===== src/rtl/spi_pkg.sv =====
// Shared types and sizing helpers for the SPI transmit master.
// Counter widths are derived from the parameters so a single source sizes both counters.
package spi_pkg;

    typedef enum logic [1:0] {
        IDLE  = 2'd0,
        LEAD  = 2'd1,
        SHIFT = 2'd2,
        TRAIL = 2'd3
    } state_t;

    function automatic int half_cnt_w(input int clk_div);
        return $clog2(clk_div + 1);
    endfunction

    function automatic int toggle_cnt_w(input int width);
        return $clog2(2 * width + 1);
    endfunction

endpackage


===== src/rtl/spi_tick.sv =====
// Half-period timebase: a down-counter that pulses tick every CLK_DIV clk cycles.
// A restart reloads the count so the next tick lands exactly CLK_DIV cycles later.
module spi_tick
    import spi_pkg::*;
#(
    parameter int CLK_DIV = 4
) (
    input  logic clk,
    input  logic rst_n,
    input  logic restart,
    output logic tick
);

    localparam int              CW     = half_cnt_w(CLK_DIV);
    localparam logic [CW-1:0]   RELOAD = CW'(CLK_DIV - 1);

    logic [CW-1:0] cnt_q;

    always_ff @(posedge clk) begin
        if (!rst_n) begin
            cnt_q <= '0;
        end else if (restart || (cnt_q == '0)) begin
            cnt_q <= RELOAD;
        end else begin
            cnt_q <= cnt_q - 1'b1;
        end
    end

    assign tick = (cnt_q == '0);

endmodule


===== src/rtl/spi_master.sv =====
// Parametrised SPI transmit master with chip-select burst hold and a word-aligned D/C line.
//   state | meaning
//   IDLE  | rdy high, waiting for en; cs_n held low between burst words
//   LEAD  | cs_n low, sclk parked at CPOL for one half-period before the first toggle
//   SHIFT | 2*WIDTH sclk toggles one half-period apart, sdo follows CPHA
//   TRAIL | sclk back at CPOL, one half-period hold before done
module spi_master
    import spi_pkg::*;
#(
    parameter int WIDTH     = 8,
    parameter int CLK_DIV   = 4,
    parameter bit CPOL      = 1'b0,
    parameter bit CPHA      = 1'b0,
    parameter bit MSB_FIRST = 1'b1
) (
    input  logic             clk,
    input  logic             rst_n,
    input  logic             en,
    input  logic [WIDTH-1:0] data,
    input  logic             dc_in,
    input  logic             last,
    output logic             rdy,
    output logic             done,
    output logic             sclk,
    output logic             sdo,
    output logic             cs_n,
    output logic             dc
);

    localparam int            TW       = toggle_cnt_w(WIDTH);
    localparam logic [TW-1:0] TOG_LAST = TW'(2 * WIDTH);
    localparam logic [TW-1:0] TOG_ONE  = TW'(1);

    state_t           state_q, state_d;
    logic [WIDTH-1:0] shreg_q, shreg_d;
    logic [TW-1:0]    tog_q, tog_d, tog_nx;
    logic             last_q, last_d;
    logic             sclk_q, sclk_d;
    logic             sdo_q, sdo_d;
    logic             cs_n_q, cs_n_d;
    logic             dc_q, dc_d;
    logic             done_q, done_d;
    logic             accept;
    logic             tick;
    logic             restart;

    function automatic logic first_bit(input logic [WIDTH-1:0] w);
        return MSB_FIRST ? w[WIDTH-1] : w[0];
    endfunction

    function automatic logic [WIDTH-1:0] shift_word(input logic [WIDTH-1:0] w);
        return MSB_FIRST ? {w[WIDTH-2:0], 1'b0} : {1'b0, w[WIDTH-1:1]};
    endfunction

    assign tog_nx  = tog_q + 1'b1;
    assign restart = accept || (state_d != state_q);

    spi_tick #(
        .CLK_DIV (CLK_DIV)
    ) u_tick (
        .clk     (clk),
        .rst_n   (rst_n),
        .restart (restart),
        .tick    (tick)
    );

    always_ff @(posedge clk) begin
        if (!rst_n) begin
            state_q <= IDLE;
            shreg_q <= '0;
            tog_q   <= '0;
            last_q  <= 1'b0;
            sclk_q  <= CPOL;
            sdo_q   <= 1'b0;
            cs_n_q  <= 1'b1;
            dc_q    <= 1'b0;
            done_q  <= 1'b0;
        end else begin
            state_q <= state_d;
            shreg_q <= shreg_d;
            tog_q   <= tog_d;
            last_q  <= last_d;
            sclk_q  <= sclk_d;
            sdo_q   <= sdo_d;
            cs_n_q  <= cs_n_d;
            dc_q    <= dc_d;
            done_q  <= done_d;
        end
    end

    // The shift register always holds the bits still to be presented; sdo is loaded
    // from its head and the register shifted in the same cycle.
    always_comb begin
        state_d = state_q;
        shreg_d = shreg_q;
        tog_d   = tog_q;
        last_d  = last_q;
        sclk_d  = sclk_q;
        sdo_d   = sdo_q;
        cs_n_d  = cs_n_q;
        dc_d    = dc_q;
        done_d  = 1'b0;
        accept  = 1'b0;

        case (state_q)
            IDLE: begin
                if (en) begin
                    accept  = 1'b1;
                    shreg_d = data;
                    dc_d    = dc_in;
                    last_d  = last;
                    tog_d   = '0;
                    if (cs_n_q) begin
                        state_d = LEAD;
                        cs_n_d  = 1'b0;
                        if (!CPHA) begin
                            sdo_d   = first_bit(data);
                            shreg_d = shift_word(data);
                        end
                    end else begin
                        // Burst word: chip-select is already settled, so the first toggle
                        // is issued straight away.
                        state_d = SHIFT;
                        sclk_d  = ~sclk_q;
                        tog_d   = TOG_ONE;
                        sdo_d   = first_bit(data);
                        shreg_d = shift_word(data);
                    end
                end
            end

            LEAD: begin
                if (tick) begin
                    state_d = SHIFT;
                    sclk_d  = ~sclk_q;
                    tog_d   = TOG_ONE;
                    if (CPHA) begin
                        sdo_d   = first_bit(shreg_q);
                        shreg_d = shift_word(shreg_q);
                    end
                end
            end

            SHIFT: begin
                if (tick) begin
                    sclk_d = ~sclk_q;
                    tog_d  = tog_nx;
                    if (tog_nx == TOG_LAST) begin
                        state_d = TRAIL;
                    end
                    if (CPHA ? tog_nx[0] : (!tog_nx[0] && (tog_nx != TOG_LAST))) begin
                        sdo_d   = first_bit(shreg_q);
                        shreg_d = shift_word(shreg_q);
                    end
                end
            end

            TRAIL: begin
                if (tick) begin
                    state_d = IDLE;
                    done_d  = 1'b1;
                    sdo_d   = 1'b0;
                    if (last_q) begin
                        cs_n_d = 1'b1;
                    end
                end
            end

            default: begin
                state_d = IDLE;
            end
        endcase
    end

    assign rdy  = (state_q == IDLE);
    assign done = done_q;
    assign sclk = sclk_q;
    assign sdo  = sdo_q;
    assign cs_n = cs_n_q;
    assign dc   = dc_q;

endmodule


===== config.mk =====
export PLATFORM = sky130hd
export DESIGN_NAME = spi_master
export DESIGN_NICKNAME = d
export VERILOG_FILES = /design/src/rtl/spi_pkg.sv /design/src/rtl/spi_tick.sv /design/src/rtl/spi_master.sv
export SDC_FILE = /design/constraint.sdc
export NUM_CORES = 1
export LEC_CHECK = 0
export ABC_AREA = 1
export CELL_PAD_IN_SITES_DETAIL_PLACEMENT = 1
export CELL_PAD_IN_SITES_GLOBAL_PLACEMENT = 1
export CORE_UTILIZATION = 38
export CTS_CLUSTER_SIZE = 16
export DETAILED_ROUTE_END_ITERATION = 8
export GPL_ROUTABILITY_DRIVEN = 0
export PLACE_DENSITY = 0.82
export SETUP_SLACK_MARGIN = 0.15
export SYNTH_ARGS = -nofsm -noshare
export SYNTH_HDL_FRONTEND = slang
export SYNTH_HIERARCHICAL = 1
export SYNTH_SLANG_ARGS = --single-unit

===== constraint.sdc =====
create_clock -name clk -period 2.5 [get_ports clk]
set_clock_uncertainty 0.05 [all_clocks]
set_input_delay 0.75 -clock clk [delete_from_list [all_inputs] [get_ports clk]]
set_output_delay 0.75 -clock clk [all_outputs]
set_load 0.005 [all_outputs]

## Word level (Yosys, flattened, before mapping)

Cells that the tools add are included.

- $add $sub $neg: 2
- Equal/unequal tests: 14
- Muxes and demuxes: 33
- Bitwise operators: 2
- Reductions and logical operators: 20

Operators with widths:

| cell | number |
|---|---|
| $mux 8 | 3 |
| $pmux 8 s2 | 1 |
| $reduce_and 4->1 | 4 |
| $mux 5 | 3 |
| $pmux 5 s3 | 1 |
| $mux 1 | 14 |
| $mux 2 | 7 |
| $ne 2x2->1 const B | 7 |
| $pmux 2 s4 | 1 |
| $reduce_bool 2->1 | 3 |
| $reduce_bool 3->1 | 2 |
| $add 5x1->5 const B | 1 |
| $eq 5x5->1 const B | 1 |
| $ne 5x5->1 const B | 1 |
| $reduce_and 5->1 | 1 |
| $eq 2x2->1 const B | 2 |
| $pmux 1 s2 | 2 |
| $reduce_and 2->1 | 2 |
| $reduce_or 2->1 | 2 |
| $logic_not 3->1 | 1 |
| $pmux 1 s3 | 1 |
| $sub 3x1->3 const B | 1 |
| $eq 2x1->1 const B | 1 |
| $logic_not 2->1 | 1 |
| 6 further kinds | 8 |

- Flip-flop bits (word level): 24
- Input bits: 13
- Output and inout port bits: 6
- Logic and storage cells: 82

## Depth between registers and ports, before layout

- Depth in word-level cells: 9
- Mapped depth: 15
- Mapped depth without buffers: 15

## By module

Netlist, hierarchy kept.

By module, submodules not included:

| module | times used | cells an instance | area an instance (um^2) | seq. area each (um^2) |
|---|---|---|---|---|
| spi_master | 1 | 181 | 1196.1 | 400.4 |
| spi_tick | 1 | 14 | 123.9 | 60.1 |

## Worst setup path after synthesis

Ideal clock, no wire load.

- Path kind: flip-flop to flip-flop
- From: register state_q[0]
- To: register u_tick.cnt_q[0]
- Setup time: 0.120 ns
- Data arrival time: 1.627 ns
- Data required time: 2.330 ns
- Slack: 0.703 ns
- Stages on the path, launching flop included: 15
- Buffers on the path: 1
- Period minus slack after synthesis: 1.797 ns
- Cell sequence: dfxtp_1 -> inv_1 -> ha_1 -> buf_2 -> nand2_1 -> inv_1 -> nand4_1 -> nand2_1 -> nand2_1 -> nand2_1 -> nand2_1 -> nand2_1 -> nand3_1 -> nor2_2 -> a21oi_1

- Word-level cells in the longest chain between the ends: 7
- Elaborated cells on any way between the ends: 15
- Classes of those cells: eq/ne (4); mux (8); reduce/logical (3)

RTL lines:

| what | RTL line | text |
|---|---|---|
| from (decl) | spi_master.sv:34 | `state_t state_q, state_d;` |
| from (signal assigned) | spi_master.sv:79 | `state_q <= state_d;` |
| $mux 2 | spi_master.sv:148 | `if (tog_nx == TOG_LAST) begin` |
| $mux 2 | spi_master.sv:145 | `if (tick) begin` |
| $pmux 2 s4 | spi_master.sv:105 | `case (state_q)` |
| $ne 2x2->1 | spi_master.sv:56 | `assign restart = accept \|\| (state_d != state_q);` |
| $logic_or 1x1->1 * | spi_master.sv:56 |  |
| net restart | spi_master.sv:45 | `logic restart;` |
| $logic_or 1x1->1 * | spi_tick.sv:22 | `end else if (restart \|\| (cnt_q == '0)) begin` |
| $mux 2 * | spi_tick.sv:22 |  |
| to (signal assigned) | spi_tick.sv:25 | `cnt_q <= cnt_q - 1'b1;` |
| to (decl) | spi_tick.sv:17 | `logic [CW-1:0] cnt_q;` |

Mark *: on every way through the listed nets, which the timed path passes. The rest lies on a longest branch.
A chain may end at the register's enable or synchronous reset.

## Final worst setup path

- From: register state_q[1]
- To: output rdy

- Word-level cells in the longest chain between the ends: 1

RTL lines:

| what | RTL line | text |
|---|---|---|
| $logic_not 2->1 | spi_master.sv:175 | `assign rdy = (state_q == IDLE);` |
| to (decl) | spi_master.sv:22 | `output logic rdy,` |

No other way between the ends.

==> flow_metrics.env <==
export IMPL_dp_final_hpwl_um=2650
export IMPL_synth_edff_count=0
export IMPL_die_x_um=60.9
export IMPL_rsz0062_at_grt="yes"
export IMPL_synthesis_nets=215
export IMPL_drtIter0Drc=68
export IMPL_syn_avg_cell_area_um2=6.77
export IMPL_ys_flop_type="dfxtp_1"
export IMPL_min_path_cells=1
export IMPL_port_buffers=18
export IMPL_drc_errors=0
export IMPL_syn_inst=195
export IMPL_critical_path_startpoint="state_q[1]"
export IMPL_slowest_delay_ps=500
export IMPL_ys_seq_area_frac=0.349
export IMPL_die_area_um2=3710
export IMPL_synthTopCellsByCount="nand2_1, dfxtp_1, inv_1"
export IMPL_crit_type="register to output port"
export IMPL_antenna_found_initial=0
export IMPL_synth_distinct_cells=26
export IMPL_holdWs_ps=398
export IMPL_syn_to_final_growth_pct=23.3
export IMPL_cts_sinks=23
export IMPL_grt_use_total=0.194
export IMPL_grt_overflow_total=0
export IMPL_wl_per_cell_um=13.1
export IMPL_slowest_stage="clkdlybuf4s50_1"
export IMPL_drive_gt1_frac=0.146
export IMPL_cts_tree="built"
export IMPL_cts_buffers=3
export IMPL_relSlewSlack=0.637
export IMPL_grt_pass1_vias=1197
export IMPL_initial_core_util=0.396
export IMPL_worst_pin_slew_ps=543
export IMPL_grt_start_max_net_pins=16
export IMPL_synth_area_um2=1320
export IMPL_synth_top_area_frac=0.349
export IMPL_fin_crit_ps=2280
export IMPL_final_setup_viol_count=0
export IMPL_worstPathRequired_ps=1700
export IMPL_die_y_um=60.9
export IMPL_yosysTopAreaCell="dfxtp_1"
export IMPL_synth_area_top_cells="dfxtp_1, nand2_1, ha_1"
export IMPL_synth_seq_cells=23
export IMPL_crit_chain="inv_2 -> ha_4 -> clkdlybuf4s50_1"
export IMPL_ff2ff_path_depth=14
export IMPL_regArea_um2=465
export IMPL_core_um2=3340
export IMPL_grt_pass1_wl_um=5310
export IMPL_r2r_slack_ps=410
export IMPL_fillerInstances=464
export IMPL_io_pins=19
export IMPL_vias=1317
export IMPL_cp_arrival_ps=1480
export IMPL_vias_per_cell=4.97
export IMPL_postRouteAntennaNets=0
export IMPL_min_to="u_tick/cnt_q[0]"
export IMPL_p_leak_nw=0.731
export IMPL_clock_path_buffers=2
export IMPL_fmax_mhz=438
export IMPL_clk_latency_ps=320
export IMPL_crit_fanout=6
export IMPL_multiInputGateArea_um2=749
export IMPL_firstDrtPassIters=4
export IMPL_reg2reg_to="u_tick/cnt_q[2]"
export IMPL_drv_slew=0
export IMPL_clock_root_buffer="clkbuf_4"
export IMPL_synthArstFlopShare=0
export IMPL_status="complete, no violations"
export IMPL_start_kind="register"
export IMPL_hold_violations=0
export IMPL_r2r_start="u_tick/cnt_q[0]"
export IMPL_hold_start="u_tick/cnt_q[0]"
export IMPL_fin_tns_setup_ps=0
export IMPL_diodes=0
export IMPL_yosysWarnings=6
export IMPL_fp_row_count=21
export IMPL_yosysMostFrequentCell="nand2_1"
export IMPL_drv_cap=0
export IMPL_min_period_over_period=0.913
export IMPL_hold_class="register to register"
export IMPL_cts_max_level=1
export IMPL_peakVddDrop_v=0.000224
export IMPL_pwr_density_cell_nw_per_um2=569
export IMPL_nets=240
export IMPL_cp_end_kind="output port"
export IMPL_wirelength_um=3480
export IMPL_clk_pin_slew_ps=140
flip-flops by register name, indices dropped and copies added, names as in the netlist:
| name | flops |
|---|---|
| sdo | 1 |
| dc | 1 |
| tog_q | 5 |
| last_q | 1 |
| done | 1 |
| u_tick/cnt_q | 3 |
| state_q | 2 |
| cs_n | 1 |
| sclk | 1 |
| shreg_q | 7 |
report_power, final:
part / switching (mW) / total (mW) / leakage (nW) / internal [mW]
Combinational: 0.185 / 0.321 / 0.523 / 0.136
Sequential: 0.0238 / 0.428 / 0.190 / 0.405
Clock: 0.117 / 0.177 / 0.0177 / 0.0597
how the worst max path moves through the flow:
stage / endpoint / slack, ps / cells after the start
2_1_floorplan: u_tick/cnt_q[0] / 700 / 14
3_3_place_gp: tog_q[3] / 210 / 9
3_5_place_dp: tog_q[3] / 120 / 9
4_1_cts: rdy / 170 / 3
5_1_grt: rdy / 140 / 3
6_report: rdy / 220 / 3
worst max-delay path, delay by kind of cell, from the launching register on:
kind	cells	cell delay [ps]
fa+ha+maj	1	170
flops	1	390
buf+inv	2	600
cells by family (layout without fill, tap and decap cells):
group                      Yosys count  after routing  share of synthesized area
adders and majority gates            7              7                     0.0663
and+or+nand+nor                    102            102                      0.354
AOI/OAI and AO/OA                   31             31                      0.132
DFF                                 23             23                      0.349
buffers and inverters               31             55                     0.0929
xor gates and xnor gates             1              1                    0.00664
per-stage QoR:
stage	setup slack, ps	area, µm²	util	std cells	total power [mW]
finish	216	1630	0.488	265	0.926
global route	143	1630	0.488	265	0.991
floorplan	703	1320	-	195	0.632
detailed placement	124	1570	0.470	259	0.739
global placement	215	1570	0.470	259	0.725
CTS	170	1610	0.482	263	0.926
routing by layer:
metal / up-vias / routed length [µm] / global-route usage
met2: 12 / 1800 / 0.338
met5: - / 0 / 0
met3: 4 / 46 / 0.0192
met4: 0 / 28 / 0.0519
li1: 674 / - / -
met1: 627 / 1610 / 0.255
layout make-up:
class	instances	area share
Clock buffer	3	0.0138
Sequential cell	23	0.286
Timing Repair Buffer	23	0.134
Tap cell	46	0.0354
Clock inverter	1	0.00307
Inverter	28	0.0676
Multi-Input combinational cell	141	0.460
layout by cell type (no fill, tap or decap), types with 3 or more instances in the layout:
cell type	instances
dfxtp_1	21
ha_1	6
nand4_1	5
nor2_1	13
inv_1	20
nand2_2	4
buf_4	5
clkbuf_4	3
nand2_1	56
nor2_2	3
inv_2	7
nand3_1	16
clkdlybuf4s50_1	18
o21ai_0	9
a21oi_1	17
timing repair:
| item | CTS | global route |
|---|---|---|
| buffers inserted | 0 | 2 |
| setup endpoints to repair | 1 | 2 |
| hold buffers | 0 | 0 |
| resized for setup | 5 | 3 |
Power figures use the tool's default switching activity.
